--- src/rtl/dcache_arbiter_pkg.sv ---
// Shared types for the data-cache port arbiter: FSM state encoding and the
// registered request payload driven toward the D-cache.
package dcache_arbiter_pkg;

    localparam int unsigned ADDR_W = 32;
    localparam int unsigned DATA_W = 32;
    localparam int unsigned MASK_W = DATA_W / 8;

    typedef enum logic [1:0] {
        IDLE  = 2'd0,
        LOAD  = 2'd1,
        STORE = 2'd2,
        DRAIN = 2'd3
    } dcache_arb_state_t;

    typedef struct packed {
        logic              read;
        logic              write;
        logic [ADDR_W-1:0] address;
        logic [DATA_W-1:0] wdata;
        logic [MASK_W-1:0] byte_enable;
    } dcache_req_t;

endpackage

--- src/rtl/dcache_arbiter.sv ---
// Shares the single D-cache port between committed stores and speculative loads,
// holding each request stable until the cache responds and draining flushed loads.
module dcache_arbiter
    import dcache_arbiter_pkg::*;
#(
    parameter int unsigned STORE_STREAK_MAX = 4,
    parameter int unsigned STREAK_W         = 3
) (
    input  logic              clk,
    input  logic              rst,
    input  logic              flush,
    input  logic              st_req,
    input  logic [ADDR_W-1:0] st_addr,
    input  logic [DATA_W-1:0] st_wdata,
    input  logic [MASK_W-1:0] st_byte_enable,
    output logic              st_resp,
    input  logic              ld_req,
    input  logic [ADDR_W-1:0] ld_addr,
    output logic              ld_resp,
    output logic [DATA_W-1:0] ld_rdata,
    output logic              mem_read_d,
    output logic              mem_write_d,
    output logic [ADDR_W-1:0] mem_address_d,
    output logic [DATA_W-1:0] mem_wdata_d,
    output logic [MASK_W-1:0] mem_byte_enable_d,
    input  logic              mem_resp_d,
    input  logic [DATA_W-1:0] mem_rdata_d
);

    dcache_arb_state_t   state_q, state_d;
    logic [STREAK_W-1:0] streak_q, streak_d;
    dcache_req_t         req_q, req_d;

    logic ld_req_eff;
    logic grant_st;
    logic grant_ld;
    logic streak_open;

    // A flushed load must not win arbitration in the flush cycle itself.
    assign ld_req_eff  = ld_req & ~flush;
    assign streak_open = 32'(streak_q) < STORE_STREAK_MAX;
    assign grant_st    = st_req & (~ld_req_eff | streak_open);
    assign grant_ld    = ~grant_st & ld_req_eff;

    always_ff @(posedge clk or negedge rst) begin
        if (!rst) begin
            state_q <= IDLE;
        end else begin
            state_q <= state_d;
        end
    end

    always_comb begin
        state_d = state_q;
        case (state_q)
            IDLE: begin
                if (grant_st) begin
                    state_d = STORE;
                end else if (grant_ld) begin
                    state_d = LOAD;
                end
            end
            STORE: begin
                if (mem_resp_d) begin
                    state_d = IDLE;
                end
            end
            LOAD: begin
                if (mem_resp_d) begin
                    state_d = IDLE;
                end else if (flush) begin
                    state_d = DRAIN;
                end
            end
            DRAIN: begin
                if (mem_resp_d) begin
                    state_d = IDLE;
                end
            end
            default: state_d = IDLE;
        endcase
    end

    // Response strobes plus next values of the held cache request and store streak.
    always_comb begin
        st_resp  = 1'b0;
        ld_resp  = 1'b0;
        req_d    = req_q;
        streak_d = streak_q;
        case (state_q)
            IDLE: begin
                if (grant_st) begin
                    req_d = '{read:        1'b0,
                              write:       1'b1,
                              address:     st_addr,
                              wdata:       st_wdata,
                              byte_enable: st_byte_enable};
                    if (ld_req_eff) begin
                        streak_d = (streak_q == '1) ? streak_q : streak_q + STREAK_W'(1);
                    end else begin
                        streak_d = '0;
                    end
                end else if (grant_ld) begin
                    req_d = '{read:        1'b1,
                              write:       1'b0,
                              address:     ld_addr,
                              wdata:       '0,
                              byte_enable: '0};
                    streak_d = '0;
                end
            end
            STORE: begin
                if (mem_resp_d) begin
                    st_resp     = 1'b1;
                    req_d.write = 1'b0;
                end
            end
            LOAD: begin
                if (mem_resp_d) begin
                    ld_resp    = ~flush;
                    req_d.read = 1'b0;
                end
            end
            DRAIN: begin
                if (mem_resp_d) begin
                    req_d.read = 1'b0;
                end
            end
            default: begin
                req_d.read  = 1'b0;
                req_d.write = 1'b0;
            end
        endcase
    end

    always_ff @(posedge clk or negedge rst) begin
        if (!rst) begin
            req_q    <= '0;
            streak_q <= '0;
        end else begin
            req_q    <= req_d;
            streak_q <= streak_d;
        end
    end

    assign mem_read_d        = req_q.read;
    assign mem_write_d       = req_q.write;
    assign mem_address_d     = req_q.address;
    assign mem_wdata_d       = req_q.wdata;
    assign mem_byte_enable_d = req_q.byte_enable;
    assign ld_rdata          = mem_rdata_d;

    a_rw_exclusive: assert property (@(posedge clk) disable iff (!rst)
        !(mem_read_d && mem_write_d));

    a_no_resp_in_idle: assert property (@(posedge clk) disable iff (!rst)
        !(state_q == IDLE && mem_resp_d));

endmodule

--- config.mk ---
export PLATFORM = sky130hd
export DESIGN_NAME = dcache_arbiter
export DESIGN_NICKNAME = d
export VERILOG_FILES = /design/src/rtl/dcache_arbiter_pkg.sv /design/src/rtl/dcache_arbiter.sv
export SDC_FILE = /design/constraint.sdc
export NUM_CORES = 1
export LEC_CHECK = 0
export BUFFER_PORTS_ARGS = -buffer_cell sky130_fd_sc_hd__buf_2
export CAP_MARGIN = 20
export CORE_MARGIN = 4
export CORE_UTILIZATION = 43
export CTS_CLUSTER_SIZE = 10
export DETAILED_ROUTE_END_ITERATION = 10
export PLACE_DENSITY = 0.81
export REMOVE_ABC_BUFFERS = 1
export SLEW_MARGIN = 15
export SYNTH_ARGS = -nofsm -noshare
export SYNTH_HDL_FRONTEND = slang
export SYNTH_SLANG_ARGS = --single-unit
--- constraint.sdc ---
create_clock -name clk -period 2 [get_ports clk]
set_clock_uncertainty 0.05 [all_clocks]
set_input_delay 0.3 -clock clk [delete_from_list [all_inputs] [get_ports clk]]
set_output_delay 0.3 -clock clk [all_outputs]
set_load 0.02 [all_outputs]
==> run summary, run 1 <==
Detailed placement finished with a half-perimeter wire length of 8.48 mm. The sequential fraction of the synthesis area came out at about half. The H-tree generated during clock tree synthesis spans 3 levels. In the synthesized netlist the dominant register cell turns out to be sky130_fd_sc_hd__dfrtp_1. The number of global-route vias before repair is between 3000 and 4000. The synthesized instance count came out at 369. The total routed wirelength is around 11 mm. The post-layout utilization of the core came out at 55.1%.

The number of antenna diodes is 0. The terminus of the critical flop-to-flop path is mem_wdata_d[5]$_DFFE_PN0P_. The post-layout instance area came out at approximately 4800 sq um. The smallest setup slack after layout is roughly 0.34 ns. Pin placement for this block handled 242 I/O pins. The cell sitting at the root of the clock tree is a sky130_fd_sc_hd__clkbuf_8. On the worst path, the slowest cell contributes a delay of just over 0.4 ns. The path category of the worst min-delay check is input pin to flop. The height of the die came out at 103 um. The startpoint identified for the worst hold timing path is st_wdata[23]. Headroom to the max-slew limit came out at ~70%. The hold-critical path depth came out at 2.

The post-route minimum period came out at approximately 1.7 ns. Of the cells placed in the final design, the portion with a size suffix greater than 1 is 41.0%. The number of placement rows is 34. The maximum buffer depth of the clock tree came out at 2. The run finished with clean final reports.

TritonCTS built the clock tree. The number of setup buffers added after CTS is 0. Max-cap violations in this run came to 0. Traced cell by cell, the critical path runs through or2_1 -> buf_4 -> nor3_4 -> buf_12 -> a22o_1. The total leakage power came out at 2.48 nW.

The number of detailed-route iterations in the first pass came out at 4. The floorplan step defined a die boundary enclosing between 10000 and 15000 sq um. The worst-case IR drop observed on VDD is 0.557 mV. The max-slew violation count is 0. The number of antenna violations at the first check in global routing came out at 0. The instance area at placement is approximately 4600 sq um. The clock slew seen by the registers of the worst setup and hold paths is roughly 0.080 ns. After synthesis the cells add up to between 3000 and 4000 sq um. Setup repair after global routing left no endpoint under its margin. The total via count in the routed design came out at ~3400. The clock latency on the worst-skew pair came out at approximately 0.33 ns. The synthesized design contains 0 enable-type register cells. The number of synthesized register bits came out at 75. The data arrival time of the worst path is about 1.9 ns. The post-route fraction of the period consumed by the critical path is about 83%. The count of nets left with antenna violations once routing finished came out at 0. The global placement routability congestion is roughly 0.77. The transition time of the tightest slew-check pin is roughly 0.48 ns. The overall power consumption is approximately 6 mW. The number of design rule violations left after detail routing came out at 0.

The setup slack of the most critical reg-to-reg path came out at 0.34 ns. STA classifies the critical path startpoint as a flop. The total CTS buffers is 9.

The area fraction of the dominant cell type after synthesis came out at 48.7%. Across the whole layout, storage elements account for roughly 1900 sq um. The slowest library cell on the worst path is sky130_fd_sc_hd__dfrtp_1. For hold timing, the worst endpoint is mem_wdata_d[23]$_DFFE_PN0P_.

The total overflow left after global routing is 0. The number of fill cells in the layout is between 700 and 800. The port buffer count came out at ~180. The total power divided by cell area is approximately 1200 nW/um^2.

The synthesized design spends more area on one cell type than any other, namely sky130_fd_sc_hd__dfrtp_1. The category of the most critical setup path is flop to flop. Compared with the post-synthesis result, the final layout area differs by 24.8%. For this design, the sink count on the clock tree is 75. Ranked by instance count, the synthesized netlist is headed by 75 x sky130_fd_sc_hd__dfrtp_1, 37 x sky130_fd_sc_hd__a22o_1, 35 x sky130_fd_sc_hd__inv_1. Measured along the x axis, the die boundary spans between 100 and 150 um. The post-cts repair resize count came out at 0. The number of distinct library cells after synthesis came out at 32. Entering global routing, the biggest net connects between 40 and 50 pins. The number of warnings printed during yosys synthesis came out at 0. By area the synthesized netlist is led by sky130_fd_sc_hd__dfrtp_1 49%, sky130_fd_sc_hd__a22o_1 8.4%, sky130_fd_sc_hd__a221oi_1 7.5%.

The average detailed-routed wire length per instance is about 18 um. The number of failing setup endpoints in the final timing report came out at 0. The tightest hold path in the finished design has a slack of roughly 0.13 ns.

The worst reg2reg path depth came out at 5. The number of vias per cell is 5.55. For the worst setup path, the data required time is roughly 2.2 ns. Counting flops with an async set or reset pin after synthesis yields a share of 100%. The setup slack at placement is about 0.36 ns. The first-pass GRT wire length is between 15 and 20 mm.

Each instance of the synthesized netlist takes up on average around 10 sq um. The maximum fanout along the worst path came out at 39. The maximum achievable frequency is around 600 MHz. The final-stage net count is approximately 640.

The initial detailed-routing violation count came out at between 100 and 150. In this run the critical register-to-register path is launched from state_q[0]$_DFFE_PN0P_. The area taken by multi-input logic gates came out at ~1400 sq um.

The most common cell in the synthesized netlist is sky130_fd_sc_hd__dfrtp_1. The endpoint class of the critical path is a flop. The overall global routing resource usage is between 20% and 30%. The starting utilization of the core area came out at between 40% and 50%. The final count of hold timing violations is 0. The core area is 8720 sq um.
-- per-stage QoR --
stage / setup TNS [ns] / std cells
global route: 0 / 615
finish: 0 / 615
global placement: 0 / 599
floorplan: -46.83 / 301
detailed placement: 0 / 599
CTS: 0 / 615
-- report_power, final --
part | internal (mW) | switching, mW | total, mW
Sequential | 2.00 | 0.268 | 2.27
Clock | 0.827 | 0.559 | 1.39
Combinational | 0.858 | 1.33 | 2.19
Total | 3.68 | 2.16 | 5.84
-- cells in the final DEF (no fill, tap or decap), types with 2 or more instances in the layout --
cell type / count
sky130_fd_sc_hd__a21oi_1: 2
sky130_fd_sc_hd__a221oi_1: 33
sky130_fd_sc_hd__a22o_1: 37
sky130_fd_sc_hd__a22oi_1: 32
sky130_fd_sc_hd__and2_1: 32
sky130_fd_sc_hd__buf_12: 2
sky130_fd_sc_hd__buf_2: 176
sky130_fd_sc_hd__buf_4: 12
sky130_fd_sc_hd__bufinv_16: 3
sky130_fd_sc_hd__clkbuf_8: 9
sky130_fd_sc_hd__clkinv_4: 2
sky130_fd_sc_hd__dfrtp_1: 75
sky130_fd_sc_hd__ha_1: 2
sky130_fd_sc_hd__inv_1: 35
sky130_fd_sc_hd__nand2_1: 2
sky130_fd_sc_hd__nand2b_1: 2
sky130_fd_sc_hd__o21ai_0: 32
sky130_fd_sc_hd__o2bb2ai_1: 2
-- timing repair --
action                                 4_1_cts  5_1_grt
setup endpoints to repair                    0        0
hold buffers                                 1        0
endpoints found under the hold margin       34        0
-- kinds of logic (layout without fill, tap and decap cells) --
family,count (synthesis),after routing,synth area share (%)
adder cells (fa/ha/maj),2,2,0.650
buffers and inverters,104,242,15.2
AO/OA/AOI/OAI,141,141,27.6
AND/OR/NAND/NOR,46,46,7.54
multiplexers,1,1,0.260
flip-flops,75,75,48.7
-- critical path: cells and delay by family, from the launching register on --
family	cells	cell delay (ns)
DFF	1	0.41
and+or+nand+nor	2	0.51
buffers and inverters	2	0.45
AOI/OAI and AO/OA	1	0.16
-- area by class of cell --
class	count	share of cell area [%]
tap	108	2.81
timing repair buffer	191	21.3
clock inverter	6	2.40
sequential	75	39.1
inverter	36	2.81
multi-input combinational	190	29.1
clock buffer	9	2.58
-- layer usage --
metal,share of wire (%),GRT usage [%]
met1,43,27.3
met2,43,31.3
met3,13,9.34
met4,0.76,5.35
met5,0.50,4.81
-- sequential cells by signal, indices dropped and copies added (netlist names) --
name	cells
mem_address_d	32
mem_byte_enable_d	4
mem_read_d	1
mem_wdata_d	32
mem_write_d	1
state_q	2
streak_q	3
-- worst max-delay path by stage --
stage,start,to
2_1_floorplan,flush,mem_address_d[0]$_DFFE_PN0P_
3_3_place_gp,st_req,mem_wdata_d[17]$_DFFE_PN0P_
3_5_place_dp,st_req,mem_wdata_d[5]$_DFFE_PN0P_
4_1_cts,state_q[0]$_DFFE_PN0P_,mem_wdata_d[5]$_DFFE_PN0P_
5_1_grt,state_q[0]$_DFFE_PN0P_,mem_wdata_d[5]$_DFFE_PN0P_
6_report,state_q[0]$_DFFE_PN0P_,mem_wdata_d[5]$_DFFE_PN0P_
Power figures use the tool's default switching activity.
==> inputs of run 2 (changes only) <==
--- a/config.mk
+++ b/config.mk
@@ -8,10 +8,10 @@
 export BUFFER_PORTS_ARGS = -buffer_cell sky130_fd_sc_hd__buf_2
 export CAP_MARGIN = 20
 export CORE_MARGIN = 4
-export CORE_UTILIZATION = 43
+export CORE_UTILIZATION = 39
 export CTS_CLUSTER_SIZE = 10
 export DETAILED_ROUTE_END_ITERATION = 10
-export PLACE_DENSITY = 0.81
+export PLACE_DENSITY = 0.77
 export REMOVE_ABC_BUFFERS = 1
 export SLEW_MARGIN = 15
 export SYNTH_ARGS = -nofsm -noshare
==> constraint.sdc (replaced) <==
create_clock -name clk -period 1.5 [get_ports clk]
set_clock_uncertainty 0.05 [all_clocks]
set_input_delay 0.225 -clock clk [delete_from_list [all_inputs] [get_ports clk]]
set_output_delay 0.225 -clock clk [all_outputs]
set_load 0.02 [all_outputs]
==> run summary, run 2 (synthesis gave the netlist of run 1 again) <==
The number of max-capacitance violations reported came out at 0 (unchanged). The root buffer cell chosen for the clock tree is sky130_fd_sc_hd__clkbuf_8. The maximum fanout along the worst path is 3 (-92%).

Leaving out fill and tap cells, the most frequent cells in the layout are 174 x sky130_fd_sc_hd__buf_2, 74 x sky130_fd_sc_hd__dfrtp_1, 37 x sky130_fd_sc_hd__a22o_1, 33 x sky130_fd_sc_hd__inv_1, 32 x sky130_fd_sc_hd__and2_1. The total routed wirelength came to 13.2 mm (+17%). The area used by sequential logic in the layout came out at 1880 sq um (about the same). The total half-perimeter wirelength after legalization and detailed placement came out at 8.90 mm (+5.0%). TritonCTS built the clock tree. The global routing met2 resource utilization came to 32.6% (+1.3 points).

The data arrival time of the worst path was 1.82 ns (-0.05 ns). The average detailed-routed wire length per instance is 20.0 um (+8.4%). The critical path goes through ha_2 -> ha_4 -> or4_1 -> mux2i_1. The endpoint class of the critical path is a flop. The clock slew seen by the registers of the worst setup and hold paths came out at 0.09 ns (about the same). The number of fill cells in the layout is 834 (+5.8%). The width of the die is 107 um (+4.6%).

The final-stage net count was 664 (+3.3%). The fraction of layout instances using a drive strength above 1 came to 50.9% (+9.8 points). The most used routing layer is met2.

The number of antenna violations at the first check in global routing came out at 1 (+1). The full die area came to 11500 sq um (+9.4%). The number of vias per cell came to 5.41 (-2.6%). The height of the die came out at 107 um (+4.6%). The post-route minimum period came out at 1.61 ns (-0.0535 ns). The final sum of negative setup slack is -1.02 ns (-1.02 ns). The clock latency on the worst-skew pair is 0.35 ns (+0.02 ns). The number of placement rows is 36 (+5.9%). The total via count in the routed design came out at 3581 (+4.9%). The max-slew violation count is 0 (unchanged). The number of antenna diodes is 0 (unchanged). The global placement routability congestion is 0.809 (+5.7%). The count of pins on the block boundary is 242 (unchanged).

The number of detailed-route iterations in the first pass is 4 (unchanged). The first-pass GRT wire length is 19.1 mm (+13%). The met3 usage came out at 8.58% (-0.76 points). The number of H-tree levels came out at 3 (unchanged). The starting utilization of the core area came out at 39.8% (-4.4 points). The required time of the worst setup path came out at 1.71 ns (-0.50 ns). The headroom to the max-slew limit came out at 72.9% (+4.6 points).

The area taken by multi-input logic gates came to 1640 sq um (+17%). The slowest library cell on the worst path is sky130_fd_sc_hd__or4_1. The initial detailed-routing violation count came out at 219 (+55%). The port buffer count is 177 (unchanged). The worst setup path is launched from a flop.

The commonest non-fill, non-tap cell in the layout is sky130_fd_sc_hd__buf_2. The worst reg2reg path depth came to 4 (-1). The final count of hold timing violations was 0 (unchanged). The number of global-route vias before repair is 3591 (+6.8%). The global-route track usage on met1 came to 28.1% (+0.83 points). The maximum achievable frequency came out at 621 MHz (+3.3%). The post-layout utilization of the core came out at 55.7% (+0.64 points).

The maximum buffer depth of the clock tree is 2 (unchanged). The largest stage delay on the critical path was 0.52 ns (+0.11 ns). The number of failing setup endpoints in the final timing report came out at 37 (+37). The smallest setup slack after layout was -0.111 ns (-0.446 ns).

The flow ran to the end, but the final reports show violations. The transition time of the tightest slew-check pin came out at 0.407 ns (-0.0685 ns). The path category of the worst min-delay check is input pin to flop.

The worst supply voltage drop on vdd is 0.561 mV (+0.82%). The total power divided by cell area is 1520 nW/um^2 (+25%). The hold-critical path depth is 2 (unchanged).

The relative area change from synthesis to final layout is 40.2%. The number of design rule violations left after detail routing was 0 (unchanged). The checks that failed: negative setup slack. The overall global routing resource usage came out at 21.7% (+0.77 points). The total global routing overflow is 0 (unchanged).

The count of antenna-violating nets left after detailed routing is 0 (unchanged). The total leakage power was 2.68 nW (+7.9%). The count of clock tree sinks is 75 (unchanged). The largest net degree at the start of global routing came to 76 (+81%). Setup repair after global routing could not meet its margin everywhere. The post-route fraction of the period consumed by the critical path is 107% (+24 points).

The category of the most critical setup path is flop to flop. The total CTS buffers is 9 (unchanged). The core area is 9680 sq um (+11%).
==> run 2: cell types whose count changed in the layout (fill, tap and decap cells not counted), moves of 3 or more <==
cell,delta
sky130_fd_sc_hd__clkbuf_16,+4
sky130_fd_sc_hd__buf_6,+9
sky130_fd_sc_hd__a221oi_1,-27
sky130_fd_sc_hd__a221oi_2,+26
sky130_fd_sc_hd__buf_12,+3
sky130_fd_sc_hd__buf_4,+4
==> run 2: final timing paths <==
kind	slack (ns)	startpoint	end
worst min register to register	0.45	mem_wdata_d[6]$_DFFE_PN0P_	mem_wdata_d[6]$_DFFE_PN0P_
min in group asynchronous	0.40	rst	mem_wdata_d[1]$_DFFE_PN0P_
worst max register to register	-0.11	streak_q[1]$_DFFE_PN0P_	streak_q[0]$_DFFE_PN0P_
worst min-delay path	0.05	st_wdata[5]	mem_wdata_d[5]$_DFFE_PN0P_
max in group asynchronous	0.66	rst	streak_q[2]$_DFFE_PN0P_
worst max-delay path	-0.11	streak_q[1]$_DFFE_PN0P_	streak_q[0]$_DFFE_PN0P_
==> run 2: metal layers <==
metal / wire length, um / vias up / share of wire [%]
li1: - / 1629 / -
met2: 5920 / 218 / 45
met4: 208 / 4 / 1.6
met1: 5570 / 1712 / 42
met5: 65 / - / 0.49
met3: 1480 / 18 / 11
==> run 2: final cells by class <==
cell class	count	area share, %
Inverter	36	2.55
Tap cell	133	3.08
Clock inverter	6	1.67
Timing Repair Buffer	212	25.2
Multi-Input combinational cell	190	30.3
Sequential cell	75	34.8
Clock buffer	10	2.36
==> run 2: worst max-delay path: cells and delay by family (launching register included) <==
family                   cells  cell delay (ns)
AND/OR/NAND/NOR              1             0.52
multiplexers                 1             0.18
adder cells (fa/ha/maj)      2             0.37
flip-flops                   1             0.40
==> run 2: through the flow <==
stage	cell area [sq um]	cells	hold slack, ns	setup slack (ns)	total power, mW
final	5400	662	0.0490	-0.111	8.21
after global routing	5400	662	0.0349	-0.101	8.69
after CTS	5110	655	0.0282	-0.0729	8.02
after detailed placement	4680	633	0.230	-0.138	6.11
after global placement	4680	633	0.221	-0.0522	6.01
after floorplan	3400	301	-0.121	-1.15	4.79
==> run 2: repair_timing <==
action                                 4_1_cts  5_1_grt
cloned                                       2        6
setup endpoints to repair                   60       68
hold buffers                                 1        0
pin swaps                                    4        2
setup buffers                                3        2
resized for setup                           26       39
endpoints found under the hold margin       75        0
==> run 2: where the power goes <==
part	leakage (nW)	total, mW	internal (mW)	switching, mW
combinational	1.67	3.50	1.46	2.03
clock	0.106	1.71	0.940	0.766
sequential	0.899	3.00	2.66	0.339
